`config.mk`:
```
export PLATFORM = sky130hd
export DESIGN_NAME = double_dabble_converter
export DESIGN_NICKNAME = d
export VERILOG_FILES = /design/src/rtl/double_dabble_converter.sv
export SDC_FILE = /design/constraint.sdc
export NUM_CORES = 1
export LEC_CHECK = 0
export BUFFER_PORTS_ARGS = -buffer_cell sky130_fd_sc_hd__buf_4
export CAP_MARGIN = 25
export CELL_PAD_IN_SITES_DETAIL_PLACEMENT = 1
export CELL_PAD_IN_SITES_GLOBAL_PLACEMENT = 2
export CORE_MARGIN = 2
export CORE_UTILIZATION = 37
export DETAILED_ROUTE_END_ITERATION = 8
export GPL_TIMING_DRIVEN = 0
export HOLD_SLACK_MARGIN = 0.08
export PLACE_DENSITY_LB_ADDON = 0.1
export SLEW_MARGIN = 20
export SYNTH_ARGS = -nofsm -noshare
export SYNTH_HDL_FRONTEND = slang
export SYNTH_HIERARCHICAL = 1
export SYNTH_SLANG_ARGS = --single-unit
```
`constraint.sdc`:
```
create_clock -name clk -period 2.7 [get_ports clk]
set_input_delay 0.54 -clock clk [delete_from_list [all_inputs] [get_ports clk]]
set_output_delay 0.54 -clock clk [all_outputs]
set_load 0.02 [all_outputs]
```
`src/rtl/double_dabble_converter.sv`:
```
// Sequential binary-to-BCD converter using shift-and-add-3, one bit per clock.
// Ports: clk, rst (async high), in_valid/in_ready/in_data, out_valid/out_ready/out_bcd/out_overflow.

module double_dabble_cell (
    input  logic [3:0] digit,
    output logic [3:0] corrected
);

    assign corrected = (digit > 4'd4) ? digit + 4'd3 : digit;

endmodule

module double_dabble_converter #(
    parameter int BINARY_WIDTH = 16,
    parameter int DIGIT_COUNT  = 5
) (
    input  logic                      clk,
    input  logic                      rst,
    input  logic                      in_valid,
    output logic                      in_ready,
    input  logic [BINARY_WIDTH-1:0]   in_data,
    output logic                      out_valid,
    input  logic                      out_ready,
    output logic [4*DIGIT_COUNT-1:0]  out_bcd,
    output logic                      out_overflow
);

    localparam int BW = 4 * DIGIT_COUNT;
    localparam int CW = $clog2(BINARY_WIDTH + 1);
    localparam logic [CW-1:0] CNT_INIT = CW'(BINARY_WIDTH);
    localparam logic [CW-1:0] CNT_ONE  = CW'(1);

    typedef enum logic [1:0] {
        IDLE,
        SHIFT,
        DONE
    } state_t;

    state_t state_q;
    state_t state_d;

    logic                       load;
    logic                       step;
    logic [BINARY_WIDTH-1:0]    bin_q;
    logic [BW-1:0]              bcd_q;
    logic [BW-1:0]              bcd_corr;
    logic [CW-1:0]              cnt_q;
    logic                       ovf_q;
    logic [BW+BINARY_WIDTH-1:0] shifted;

    for (genvar i = 0; i < DIGIT_COUNT; i++) begin : g_cell
        double_dabble_cell u_cell (
            .digit     (bcd_q[4*i +: 4]),
            .corrected (bcd_corr[4*i +: 4])
        );
    end

    // Top bit of the corrected BCD falls off here; it is the overflow carry.
    assign shifted = {bcd_corr, bin_q} << 1;

    always_ff @(posedge clk or posedge rst) begin
        if (rst) begin
            state_q <= IDLE;
        end else begin
            state_q <= state_d;
        end
    end

    always_comb begin
        state_d   = state_q;
        in_ready  = 1'b0;
        out_valid = 1'b0;
        load      = 1'b0;
        step      = 1'b0;
        unique case (state_q)
            IDLE: begin
                in_ready = 1'b1;
                if (in_valid) begin
                    load    = 1'b1;
                    state_d = SHIFT;
                end
            end
            SHIFT: begin
                step = 1'b1;
                if (cnt_q == CNT_ONE) begin
                    state_d = DONE;
                end
            end
            DONE: begin
                out_valid = 1'b1;
                in_ready  = out_ready;
                if (out_ready) begin
                    if (in_valid) begin
                        load    = 1'b1;
                        state_d = SHIFT;
                    end else begin
                        state_d = IDLE;
                    end
                end
            end
            default: begin
                state_d = IDLE;
            end
        endcase
    end

    always_ff @(posedge clk or posedge rst) begin
        if (rst) begin
            bin_q <= '0;
            bcd_q <= '0;
            cnt_q <= '0;
            ovf_q <= 1'b0;
        end else if (load) begin
            bin_q <= in_data;
            bcd_q <= '0;
            cnt_q <= CNT_INIT;
            ovf_q <= 1'b0;
        end else if (step) begin
            bcd_q <= shifted[BW+BINARY_WIDTH-1:BINARY_WIDTH];
            bin_q <= shifted[BINARY_WIDTH-1:0];
            cnt_q <= cnt_q - CNT_ONE;
            ovf_q <= ovf_q | bcd_corr[BW-1];
        end
    end

    assign out_bcd      = bcd_q;
    assign out_overflow = ovf_q;

endmodule
```
* Word-level counts from Yosys, hierarchy flattened
Index checks and enable logic that the tools add are counted.
** Storage, ports and cells
- Memories kept :: 0
- ROM bits :: 0
- Latch bits :: 0
- Input bits :: 20
- Register bits :: 44
- Output and inout port bits :: 23
- Memory bits (writable) :: 0
** Cells by class
- Divide/modulo/power cells :: 0
- Add/sub/neg operators :: 6
- Order comparisons :: 5
- Eq/ne operators :: 6
- Reduce and logical (&&, ||, !) cells :: 3
- Muxes and demuxes :: 24
- Bitwise gates (word level) :: 1
- Shift-type cells :: 0
- Multipliers :: 0
** Operators by type and width (number)
- 20-bit 2-to-1 mux :: 2
- 16-bit 2-to-1 mux :: 2
- 4-bit by 2-bit adder with 4-bit output, second input constant :: 5
- 4-bit by 3-bit greater-than comparator with 1-bit output, second input constant :: 5
- 4-bit 2-to-1 mux :: 5
- 5-bit 2-to-1 mux :: 2
- 1-bit 2-to-1 mux :: 7
- 2-bit 2-to-1 mux :: 3
- 2-bit != test, second input constant :: 3
- 2-bit case mux with 3 select lines :: 1
- 5-bit by 1-bit == test with 1-bit output, second input constant :: 1
- 5-bit by 1-bit subtractor with 5-bit output, second input constant :: 1
- 1-bit case mux with 2 select lines :: 2
- 3-bit AND reduction :: 1
- 2-bit by 1-bit == test with 1-bit output, second input constant :: 1
- 2-bit == test, second input constant :: 1
- 2-bit zero test :: 1
- 2-bit nonzero test :: 1
- 1-bit bitwise OR :: 1

* Logic depth before layout (Yosys ltp)
Gate-level depths: netlist (run 1).
- Word-level depth :: 5
- Mapped depth :: 7
- Depth with buffers taken out :: 7

* Cells and area by module
Netlist (run 1), hierarchy kept.
** By module, submodules not included
- double_dabble_converter :: seq. area each 1101.1 sq um, times used 1, area each 2038.2 sq um, cells each 200
- double_dabble_cell :: seq. area each 0.0 sq um, times used 5, area each 103.8 sq um, cells each 15

* Worst setup path before layout (run 1)
OpenSTA, ideal clock, no wires.
- Kind :: input-to-output
- Start :: input port out_ready
- End :: output port in_ready
- Required time :: 2160 ps
- Slack :: 1088 ps
- Buffers on the path :: 1
- Cell stages on the path :: 3
- Arrival :: 1072 ps
- Cells stage by stage :: nand2b_1 buf_2 and2b_1
** On the way
- Word-level cells in the longest chain between the ends :: 1
** Ends and longest elaborated chain
- start, declared :: RTL line 23 : input logic out_ready,
- 1-bit case mux with 2 select lines :: RTL line 75 : unique case (state_q)
- end, declared :: RTL line 20 : output logic in_ready,
No other way between the ends.

* Final worst setup path (run 1)
- Start :: register state_q[1]
- End :: output port in_ready
** On the way
- Word-level cells in the longest chain between the ends :: 2
- Elaborated cells on any way between the ends :: 3
- Those cells by class :: 1 x eq/ne; 1 x mux; 1 x reduce/logical
** Ends and longest elaborated chain
- start, declared :: RTL line 39 : state_t state_q;
- start signal, assigned :: RTL line 65 : state_q <= state_d;
- 2-bit == test or 2-bit zero test (tied branches) :: RTL line 75
- 1-bit case mux with 2 select lines * :: RTL line 75
Mark *: on every way between the ends. The rest lies on a longest branch, timed or not.

==> results of run 1 <==
-- metal layers --
metal  up-vias  global-route usage [%]  part of all wire [%]
met4         0                    4.20                  0.99
met1       979                    22.9                    49
met3         4                    2.84                   3.0
li1       1026                       -                     -
met5         -                       0                     0
met2        35                    28.7                    47
-- path summary, 6_finish.rpt --
| path | slack (ps) | from | end | cells after the start |
|---|---|---|---|---|
| worst max-delay path | 770 | state_q[1] | in_ready | 4 |
| worst min-delay path | 220 | rst | out_bcd[11] | 2 |
| worst max register to register | 1160 | state_q[1] | cnt_q[3] | 4 |
| worst min register to register | 500 | cnt_q[4] | cnt_q[4] | 1 |
| max in group asynchronous | 1990 | rst | out_bcd[2] | 3 |
| min in group clk | 460 | in_data[11] | bin_q[11] | 3 |
-- power breakdown --
part           switching (mW)  internal [mW]  leakage, nW
Sequential              0.282          0.946        0.555
Clock                   0.243          0.274       0.0541
Combinational            1.05          0.891        0.872
Total                    1.57           2.11         1.48
-- stage by stage --
step                      std cells  util (%)
final                           406      45.9
after global routing            406      45.9
after CTS                       406      45.9
after detailed placement        398      44.3
after global placement          397      44.0
after floorplan                 275         -
-- sequential cells by signal (all words and copies together) (netlist names) --
name / flops
bin_q: 16
cnt_q: 5
out_bcd: 20
out_overflow: 1
state_q: 2
-- final cells by class --
cell class	instances	area (µm²)	area share [%]
plain buffers	16	124	3.99
clock buffers	5	68.8	2.22
clock inverters	3	42.5	1.37
inverters	19	71.3	2.30
multi-input cells	196	1260	40.6
flip-flops and latches	44	1100	35.5
well taps	80	100	3.22
repair buffers	43	335	10.8
-- Yosys cell counts (2+ instances only) --
library cell	instances
nor2_1	5
buf_2	3
nand3_1	15
mux2i_1	19
buf_6	6
nand2_1	43
a21oi_2	5
dfrtp_1	44
nor2b_1	7
and2b_1	2
a21o_1	5
o21ai_1	10
inv_1	19
o21ai_0	12
o21ai_2	10
nor3_1	5
a21oi_1	22
nand2b_1	7
ha_1	12
xnor2_1	7
clkbuf_1	3
buf_4	4
-- critical path, stage by stage, from the launching register on --
cell	delay, ps
dfrtp_1	420
nand2b_1	120
buf_2	240
and2b_1	160
buf_4	130
-- cells by family after synthesis --
kind of cell	count (synthesis)	share of synthesized area, %
mux	20	7.88
xor+xnor	7	2.40
simple gates	88	16.2
compound gates	69	16.9
flops	44	43.1
fa+ha+maj	12	5.87
buf+inv	35	7.63
==> reports/metrics.csv, run 1 <==
metric,value,unit
library cells used by synthesis,32,
via/cell ratio,5.03,
share of post-route cells with drive strength above 1,25.5,%
routed length per instance,14.7,µm
final setup fails,0,
"commonest non-fill, non-tap cell in the layout",buf_4,
Critical Path Source Type,register,
"Hold Vio Cnt, Final",0,
number of global-route vias before repair,2140,
Antenna Nets Post-Route,0,
full die area,7590,µm²
CTS root buf,clkbuf_8,
Crit. End Element,output pin,
setup ws final,773,ps
LEAKAGE,1.48,nW
total CTS buffers,5,
Cells after Synth,275,
Post-Syn Nets,307,
Syn Area/Cell,9.30,µm²
crit-path max FO,10,
Max-Slew Margin vs Limit,64.8,%
setup TNS,0,ps
# port buffers,42,
filler cell count,784,
critical path class,reg2out,
DRC Markers,0,
Syn-to-layout area delta,21.4,%
Worst-Margin Slew,529,ps
Via Count,2044,
Placed Area,2990,µm²
most frequent cells in the layout,"buf_4 (46), dfrtp_1 (44), nand2_1 (43), a21oi_1 (22), mux2i_1 (19)",
H-tree depth,2,
Period minus WS final,1930,ps
status,finished clean,
dpl hpwl,4290,µm
largest net degree at the start of global routing,30,
Final Skew,9.19,ps
initial antenna violation count,0,
"Net count, final",357,
postcts setup bufs,0,
Hold WC Path Type,in2async,
Die X,87.1,µm
design area,3100,µm²
# diodes,0,
# clock sinks,44,
dpl ws,820,ps
total track usage,17.0,%
"EDFF count, synth",0,
cts hold-fix bufs,0,
Post-synth top flop,dfrtp_1,
"area leader, netlist",dfrtp_1,
Final Max Slew Viols,0,
Yosys reg bits,44,
Initial Util,37.9,%
Final period util,71.4,%
Clock Latency Late Sink,300,ps
Yosys warning count,6,
synth top area cells,"dfrtp_1 (43%), mux2i_1 (7.4%), nand2_1 (6.3%), ha_1 (5.9%), a21oi_1 (4.3%)",
CTS tree,done,
Syn Std Cell Area,2560,µm²
Die Y,87.1,µm
core area,6760,µm²
"Seq/Total Area, Yosys",43.1,%
First DRT Iteration DRCs,59,
RSZ-0062 raised after global routing,no,
first-pass GRT wire length,10300,µm
Post-CTS Resized,0,
Crit path arrival time,1390,ps
MaxCap Viol Count,0,
Synth top area share,43.1,%
"FFs w/ async S/R, synth",100,%
Hold Slack,224,ps
drt pass-1 iters,4,
gpl congestion,0.765,
site row count,30,
"Clk pin slew, worst setup/hold paths",90,ps
Worst EP required,2160,ps
Post-Route WL,5960,µm
Peak supply drop,0.364,mV
CTS Buffer Depth,2,
I/O pin cnt,43,
total grt overflow,0,
total power,3.68,mW
Max Freq,519,MHz
pwr dens,1190,nW/µm²
(Power assumes the default switching activity.)
==> inputs of run 2 (changes only) <==
--- a/config.mk
+++ b/config.mk
@@ -10,7 +10,7 @@
 export CELL_PAD_IN_SITES_DETAIL_PLACEMENT = 1
 export CELL_PAD_IN_SITES_GLOBAL_PLACEMENT = 2
 export CORE_MARGIN = 2
-export CORE_UTILIZATION = 37
+export CORE_UTILIZATION = 31
 export DETAILED_ROUTE_END_ITERATION = 8
 export GPL_TIMING_DRIVEN = 0
 export HOLD_SLACK_MARGIN = 0.08
==> constraint.sdc (replaced) <==
create_clock -name clk -period 1.6 [get_ports clk]
set_input_delay 0.32 -clock clk [delete_from_list [all_inputs] [get_ports clk]]
set_output_delay 0.32 -clock clk [all_outputs]
set_load 0.02 [all_outputs]
==> run 2 against run 1 <==
Net effect:
- critical path depth unchanged
- cell count increased by 7.9%
- clock-buffer cell count increased by 1
- first-iteration DRC count decreased by 29%
- clock power increased by 43%
- register-to-register slack got worse by 1000 ps
- worst setup slack got worse by 730 ps
- sequential cell count unchanged
- core utilization decreased by 6.1 points
- non-clock buffer count increased by 7
- combinational power increased by 72%
- cell area increased by 3.8%
- critical endpoint unchanged
- highest routed layer unchanged
==> reports/metrics.csv, run 2 (synthesis results as in run 1) <==
metric,value,unit,change
FF-to-FF setup slack,120,ps,-1040 ps
total track usage,14.4,%,-2.6 points
DRC Markers,0,,unchanged
Die Y,94.8,µm,+8.8%
clock share of power,12.0,%,-2.0 points
full die area,8990,µm²,+18%
# port buffers,42,,unchanged
Worst-Margin Slew,655,ps,+127 ps
Max-Slew Margin vs Limit,56.2,%,-8.5 points
Crit. End Element,output pin,,
R2R Path End,out_bcd[14],,
Die X,94.8,µm,+8.8%
core area,8090,µm²,+20%
crit-path max cell delay,420,ps,about the same
Post-Route WL,6160,µm,+3.4%
MaxCap Viol Count,0,,unchanged
"Hold Vio Cnt, Final",0,,unchanged
Critical Path Source Type,register,,
most frequent cells in the layout,"buf_4 (52), nand2_1 (43), dfrtp_1 (42), a21oi_1 (21), mux2i_1 (19)",,
Antenna Nets Post-Route,0,,unchanged
P_sw,2.66,mW,+69%
design area,3220,µm²,+3.8%
initial antenna violation count,0,,unchanged
routing usage on met3,2.39,%,-0.45 points
cells along the critical path,nand2b_1 -> buf_6 -> and2b_1 -> buf_6,,
Max Freq,643,MHz,
Levels on crit path,4,,unchanged
crit-path max FO,4,,-6
status,finished clean,,
filler cell count,986,,+26%
Pint,3.51,mW,+66%
gpl congestion,0.764,,-0.12%
pwr dens,1920,nW/µm²,+61%
# diodes,0,,unchanged
routed length per instance,14.1,µm,-4.1%
Final Max Slew Viols,0,,unchanged
area of the multi-input gates,1270,µm²,+0.99%
Final Skew,7.69,ps,-1.49 ps
buffer and inverter count on the worst path,2,,unchanged
Period minus WS final,1560,ps,
Peak supply drop,0.510,mV,+40%
dpl hpwl,4310,µm,+0.41%
critical path class,reg2out,,
# clock sinks,44,,unchanged
Initial Util,31.6,%,-6.3 points
Crit path arrival time,1240,ps,-150 ps
CTS Buffer Depth,2,,unchanged
layer with the highest usage,met2,,
number of global-route vias before repair,2175,,+1.6%
largest net degree at the start of global routing,28,,-6.7%
first-pass GRT wire length,10200,µm,-0.94%
Placed Area,3030,µm²,+1.3%
CTS root buf,clkbuf_8,,
First DRT Iteration DRCs,42,,-29%
post-layout util,39.8,%,-6.1 points
GR met1 Demand/Resource,18.7,%,-4.2 points
CTS tree,done,,
via/cell ratio,4.76,,-5.4%
Clock Latency Late Sink,300,ps,about the same
site row count,33,,+10%
reg2reg path depth,7,,+3
H-tree depth,2,,unchanged
GR Layer Usage met2,25.0,%,-3.7 points
Logic pwr share,54.1,%,+1.5 points
share of post-route cells with drive strength above 1,29.1,%,+3.7 points
dpl ws,48.7,ps,-771 ps
I/O pin cnt,43,,unchanged
"Clk pin slew, worst setup/hold paths",90,ps,about the same
sw frac,43.1,%,+0.42 points
FF+latch area,1100,µm²,+0.23%
drt pass-1 iters,4,,unchanged
Via Count,2086,,+2.1%
final setup fails,0,,unchanged
"Largest delay share family, worst path",flip-flops,,
Syn-to-layout area delta,26.0,%,
Final period util,97.2,%,
total CTS buffers,5,,unchanged
"Net count, final",364,,+2.0%
Worst EP required,1280,ps,-880 ps
critical path's most frequent cell,buf_6,,
"commonest non-fill, non-tap cell in the layout",buf_4,,
Crit-path slowest cell,dfrtp_1,,
crit path capture,in_ready,,
LEAKAGE,1.53,nW,+3.1%
part of the power in registers,33.9,%,+0.5 points
CP Launch Point,state_q[1],,
setup ws final,44.2,ps,-729 ps
Reg2Reg Launch Point,out_bcd[12],,
total grt overflow,0,,unchanged
Hold WC Path Type,in2async,,
Largest register FFs,20,,unchanged
==> run 2: cell types whose count changed in the layout (fill, tap and decap cells not counted), moves of 2 or more <==
cell / change
clkbuf_2: +2
dfrtp_2: +2
buf_4: +6
dfrtp_1: -2
clkbuf_1: -2
==> run 2: worst min path at each step <==
stage	slack, ps	from	cells past startpoint	endpoint
finish	110	rst	2	out_bcd[0]
global placement	480	cnt_q[4]	1	cnt_q[4]
detailed placement	460	rst	2	out_bcd[0]
floorplan	460	cnt_q[4]	1	cnt_q[4]
CTS	130	rst	2	out_bcd[0]
global route	150	rst	2	out_bcd[0]
==> run 2: worst reg2reg max path: cells and delay by family, from the launching register on <==
kind	cells	cell delay (ps)
DFF	1	440
AOI/OAI and AO/OA	2	330
muxes	1	210
adders and majority gates	1	190
buffers and inverters	2	160
and+or+nand+nor	1	70
==> run 2: layer usage <==
| layer | wire length [µm] | part of all wire (%) | vias to the layer above |
|---|---|---|---|
| met3 | 204 | 3.3 | 7 |
| met2 | 2920 | 47 | 36 |
| met5 | 0 | 0 | - |
| met4 | 64 | 1.0 | 0 |
| li1 | - | - | 1040 |
| met1 | 2970 | 48 | 1003 |
==> run 2: repair_timing <==
| item | 4_1_cts | 5_1_grt |
|---|---|---|
| hold buffers | 0 | 0 |
| pin swaps | 0 | 0 |
| cloned | 0 | 1 |
| resized for setup | 2 | 11 |
| endpoints found under the setup margin | 1 | 15 |
| buffers inserted | 5 | 2 |
==> run 2: final cells by class <==
cell class | count | area share (%)
repair buffers | 51 | 13.2
inverters | 19 | 2.21
clock buffers | 6 | 2.56
clock inverters | 2 | 0.311
flip-flops and latches | 44 | 34.3
multi-input cells | 196 | 39.5
well taps | 105 | 4.08
plain buffers | 15 | 3.88
==> run 2: power by group through the flow <==
stage          logic, mW  clock network, mW  registers, mW
6_report            3.34              0.741           2.09
5_1_grt             3.77              0.804           2.18
4_1_cts             3.34              0.768           2.10
3_5_place_dp        3.30                  0           2.12
3_3_place_gp        3.23                  0           2.11
2_1_floorplan       2.19                  0           2.24
==> run 2: through the flow <==
stage	hold slack, ps	TNS (ps)	power, mW	cells
after floorplan	458	0	4.42	275
after global placement	477	-23320	5.34	422
after detailed placement	462	0	5.42	423
after CTS	131	0	6.20	436
after global routing	153	-3.11	6.75	438
final	108	0	6.17	438
==> inputs of run 3 (changes only) <==
--- a/config.mk
+++ b/config.mk
@@ -12,9 +12,9 @@
 export CORE_MARGIN = 2
 export CORE_UTILIZATION = 31
 export DETAILED_ROUTE_END_ITERATION = 8
-export GPL_TIMING_DRIVEN = 0
 export HOLD_SLACK_MARGIN = 0.08
 export PLACE_DENSITY_LB_ADDON = 0.1
+export SKIP_LAST_GASP = 1
 export SLEW_MARGIN = 20
 export SYNTH_ARGS = -nofsm -noshare
 export SYNTH_HDL_FRONTEND = slang
==> run 3 against run 2 <==
Net effect:
- hold slack better by 140 ps
- critical path depth down 1
- core utilization down 1.1 points
- first-iteration DRC count up 36%
- power down 1.7%
- sequential share of layout area up 0.88 points
- clock skew down 2.0 ps
- via count down 1.4%
==> reports/metrics.csv, run 3 (synthesis results as in run 1) <==
metric,value,unit,change
initial antenna violation count,0,,unchanged
Clock Latency Late Sink,300,ps,about the same
total track usage,14.2,%,-0.21 points
"commonest non-fill, non-tap cell in the layout",buf_4,,
MaxCap Viol Count,0,,unchanged
Largest register FFs,20,,unchanged
Crit path arrival time,1170,ps,-70 ps
full die area,8990,µm²,unchanged
crit-path max FO,5,,+1
first-pass GRT wire length,10100,µm,-1.3%
number of global-route vias before repair,2108,,-3.1%
Antenna Nets Post-Route,0,,unchanged
FF+latch area,1100,µm²,-0.23%
Max Freq,671,MHz,+4.3%
gpl congestion,0.742,,-2.9%
Critical Path Source Type,register,,
Max-Slew Margin vs Limit,71.1,%,+15 points
dpl ws,155,ps,+107 ps
Period minus WS final,1490,ps,-64.5 ps
Levels on crit path,3,,-1
LEAKAGE,1.48,nW,-3.4%
critical path class,reg2out,,
reg2reg path depth,7,,unchanged
Crit-path slowest cell,dfrtp_1,,
cells along the critical path,nand2b_1 -> and2b_1 -> buf_4,,
share of post-route cells with drive strength above 1,25.1,%,-4.1 points
core area,8090,µm²,unchanged
Die Y,94.8,µm,unchanged
H-tree depth,2,,unchanged
Initial Util,31.6,%,unchanged
CTS root buf,clkbuf_8,,
I/O pin cnt,43,,unchanged
dpl hpwl,3960,µm,-8.1%
Peak supply drop,0.548,mV,+7.5%
routed length per instance,13.6,µm,-3.6%
"Largest delay share family, worst path",flip-flops,,
Die X,94.8,µm,unchanged
CTS Buffer Depth,2,,unchanged
Post-Route WL,5810,µm,-5.8%
total CTS buffers,5,,unchanged
Hold Slack,246,ps,+138 ps
Via Count,2057,,-1.4%
Hold WC Path Type,in2reg,,
Worst EP required,1280,ps,about the same
# clock sinks,44,,unchanged
Crit. End Element,output pin,,
First DRT Iteration DRCs,57,,+36%
# port buffers,42,,unchanged
Worst-Margin Slew,428,ps,-227 ps
"Net count, final",354,,-2.7%
Placed Area,3020,µm²,-0.29%
total grt overflow,0,,unchanged
Syn-to-layout area delta,22.6,%,
filler cell count,963,,-2.3%
crit-path max cell delay,410,ps,about the same
"Hold Vio Cnt, Final",0,,unchanged
site row count,33,,unchanged
status,finished clean,,
# diodes,0,,unchanged
Final Skew,5.74,ps,-1.96 ps
largest net degree at the start of global routing,45,,+61%
CTS tree,done,,
drt pass-1 iters,4,,unchanged
Final Max Slew Viols,0,,unchanged
buffer and inverter count on the worst path,1,,-1
"Clk pin slew, worst setup/hold paths",90,ps,about the same
design area,3130,µm²,-2.7%
DRC Markers,0,,unchanged
via/cell ratio,4.81,,+0.91%
post-layout util,38.7,%,-1.1 points
Final period util,93.2,%,-4.0 points
area of the multi-input gates,1260,µm²,-0.79%
setup ws final,109,ps,+64.5 ps
most frequent cells in the layout,"buf_4 (51), dfrtp_1 (44), nand2_1 (43), a21oi_1 (22), mux2i_1 (19)",,
hold path cells,3,,
final setup fails,0,,unchanged
pwr dens,1930,nW/µm²,+1.0%
total power,6.06,mW,-1.7%
==> run 3: changes by cell type in the layout (fill, tap and decap cells not counted), sizes merged <==
cell,previous run,this run
clkinvlp,0,1
inv,19,18
buf,62,55
clkbuf,10,7
clkinv,2,1
dlygate4sd3,0,1
==> run 3: timing repair <==
action,CTS,global route
resized for setup,0,0
hold buffers,1,0
endpoints found under the hold margin,44,0
setup buffers,0,1
setup endpoints to repair,0,1
==> run 3: final cells by class <==
| class | count | area share (%) |
|---|---|---|
| clock buffers | 7 | 2.75 |
| clock inverters | 1 | 0.240 |
| inverters | 19 | 2.28 |
| multi-input cells | 196 | 40.3 |
| flip-flops and latches | 44 | 35.1 |
| well taps | 105 | 4.19 |
| repair buffers | 56 | 15.1 |
==> run 3: worst paths after layout <==
kind,startpoint,slack (ps),endpoint
max reg2reg,out_bcd[4],150,out_bcd[6]
min in group asynchronous,rst,620,out_bcd[1]
min,in_data[14],250,bin_q[14]
max in group asynchronous,rst,760,out_bcd[7]
min reg2reg,out_overflow,500,out_overflow
max,state_q[1],110,in_ready
==> run 3: power breakdown <==
part           internal, mW  switching (mW)  total [mW]
Clock                 0.352           0.394       0.746
Sequential             1.60           0.452        2.05
Combinational          1.52            1.75        3.27
==> run 3: stage by stage <==
step	TNS, ps	cells
finish	0	428
global route	-3.93	428
CTS	0	427
detailed placement	0	418
global placement	0	418
floorplan	0	275
==> run 3: per-layer routing <==
layer | part of all wire [%] | vias to the layer above | wire length (µm) | track usage (%)
met5 | 0 | - | 0 | 0
li1 | - | 1016 | - | -
met4 | 0.79 | 0 | 46 | 3.99
met3 | 3.7 | 5 | 213 | 3.03
met2 | 48 | 34 | 2780 | 23.3
met1 | 48 | 1002 | 2760 | 19.0
==> run 3: worst register-to-register path: stages (launching register included) <==
cell and delay, ps:
dfrtp_1 440, inv_1 110, ha_1 200, inv_1 60, a21oi_2 190, mux2i_1 210
nand2_1 70, a21oi_1 110
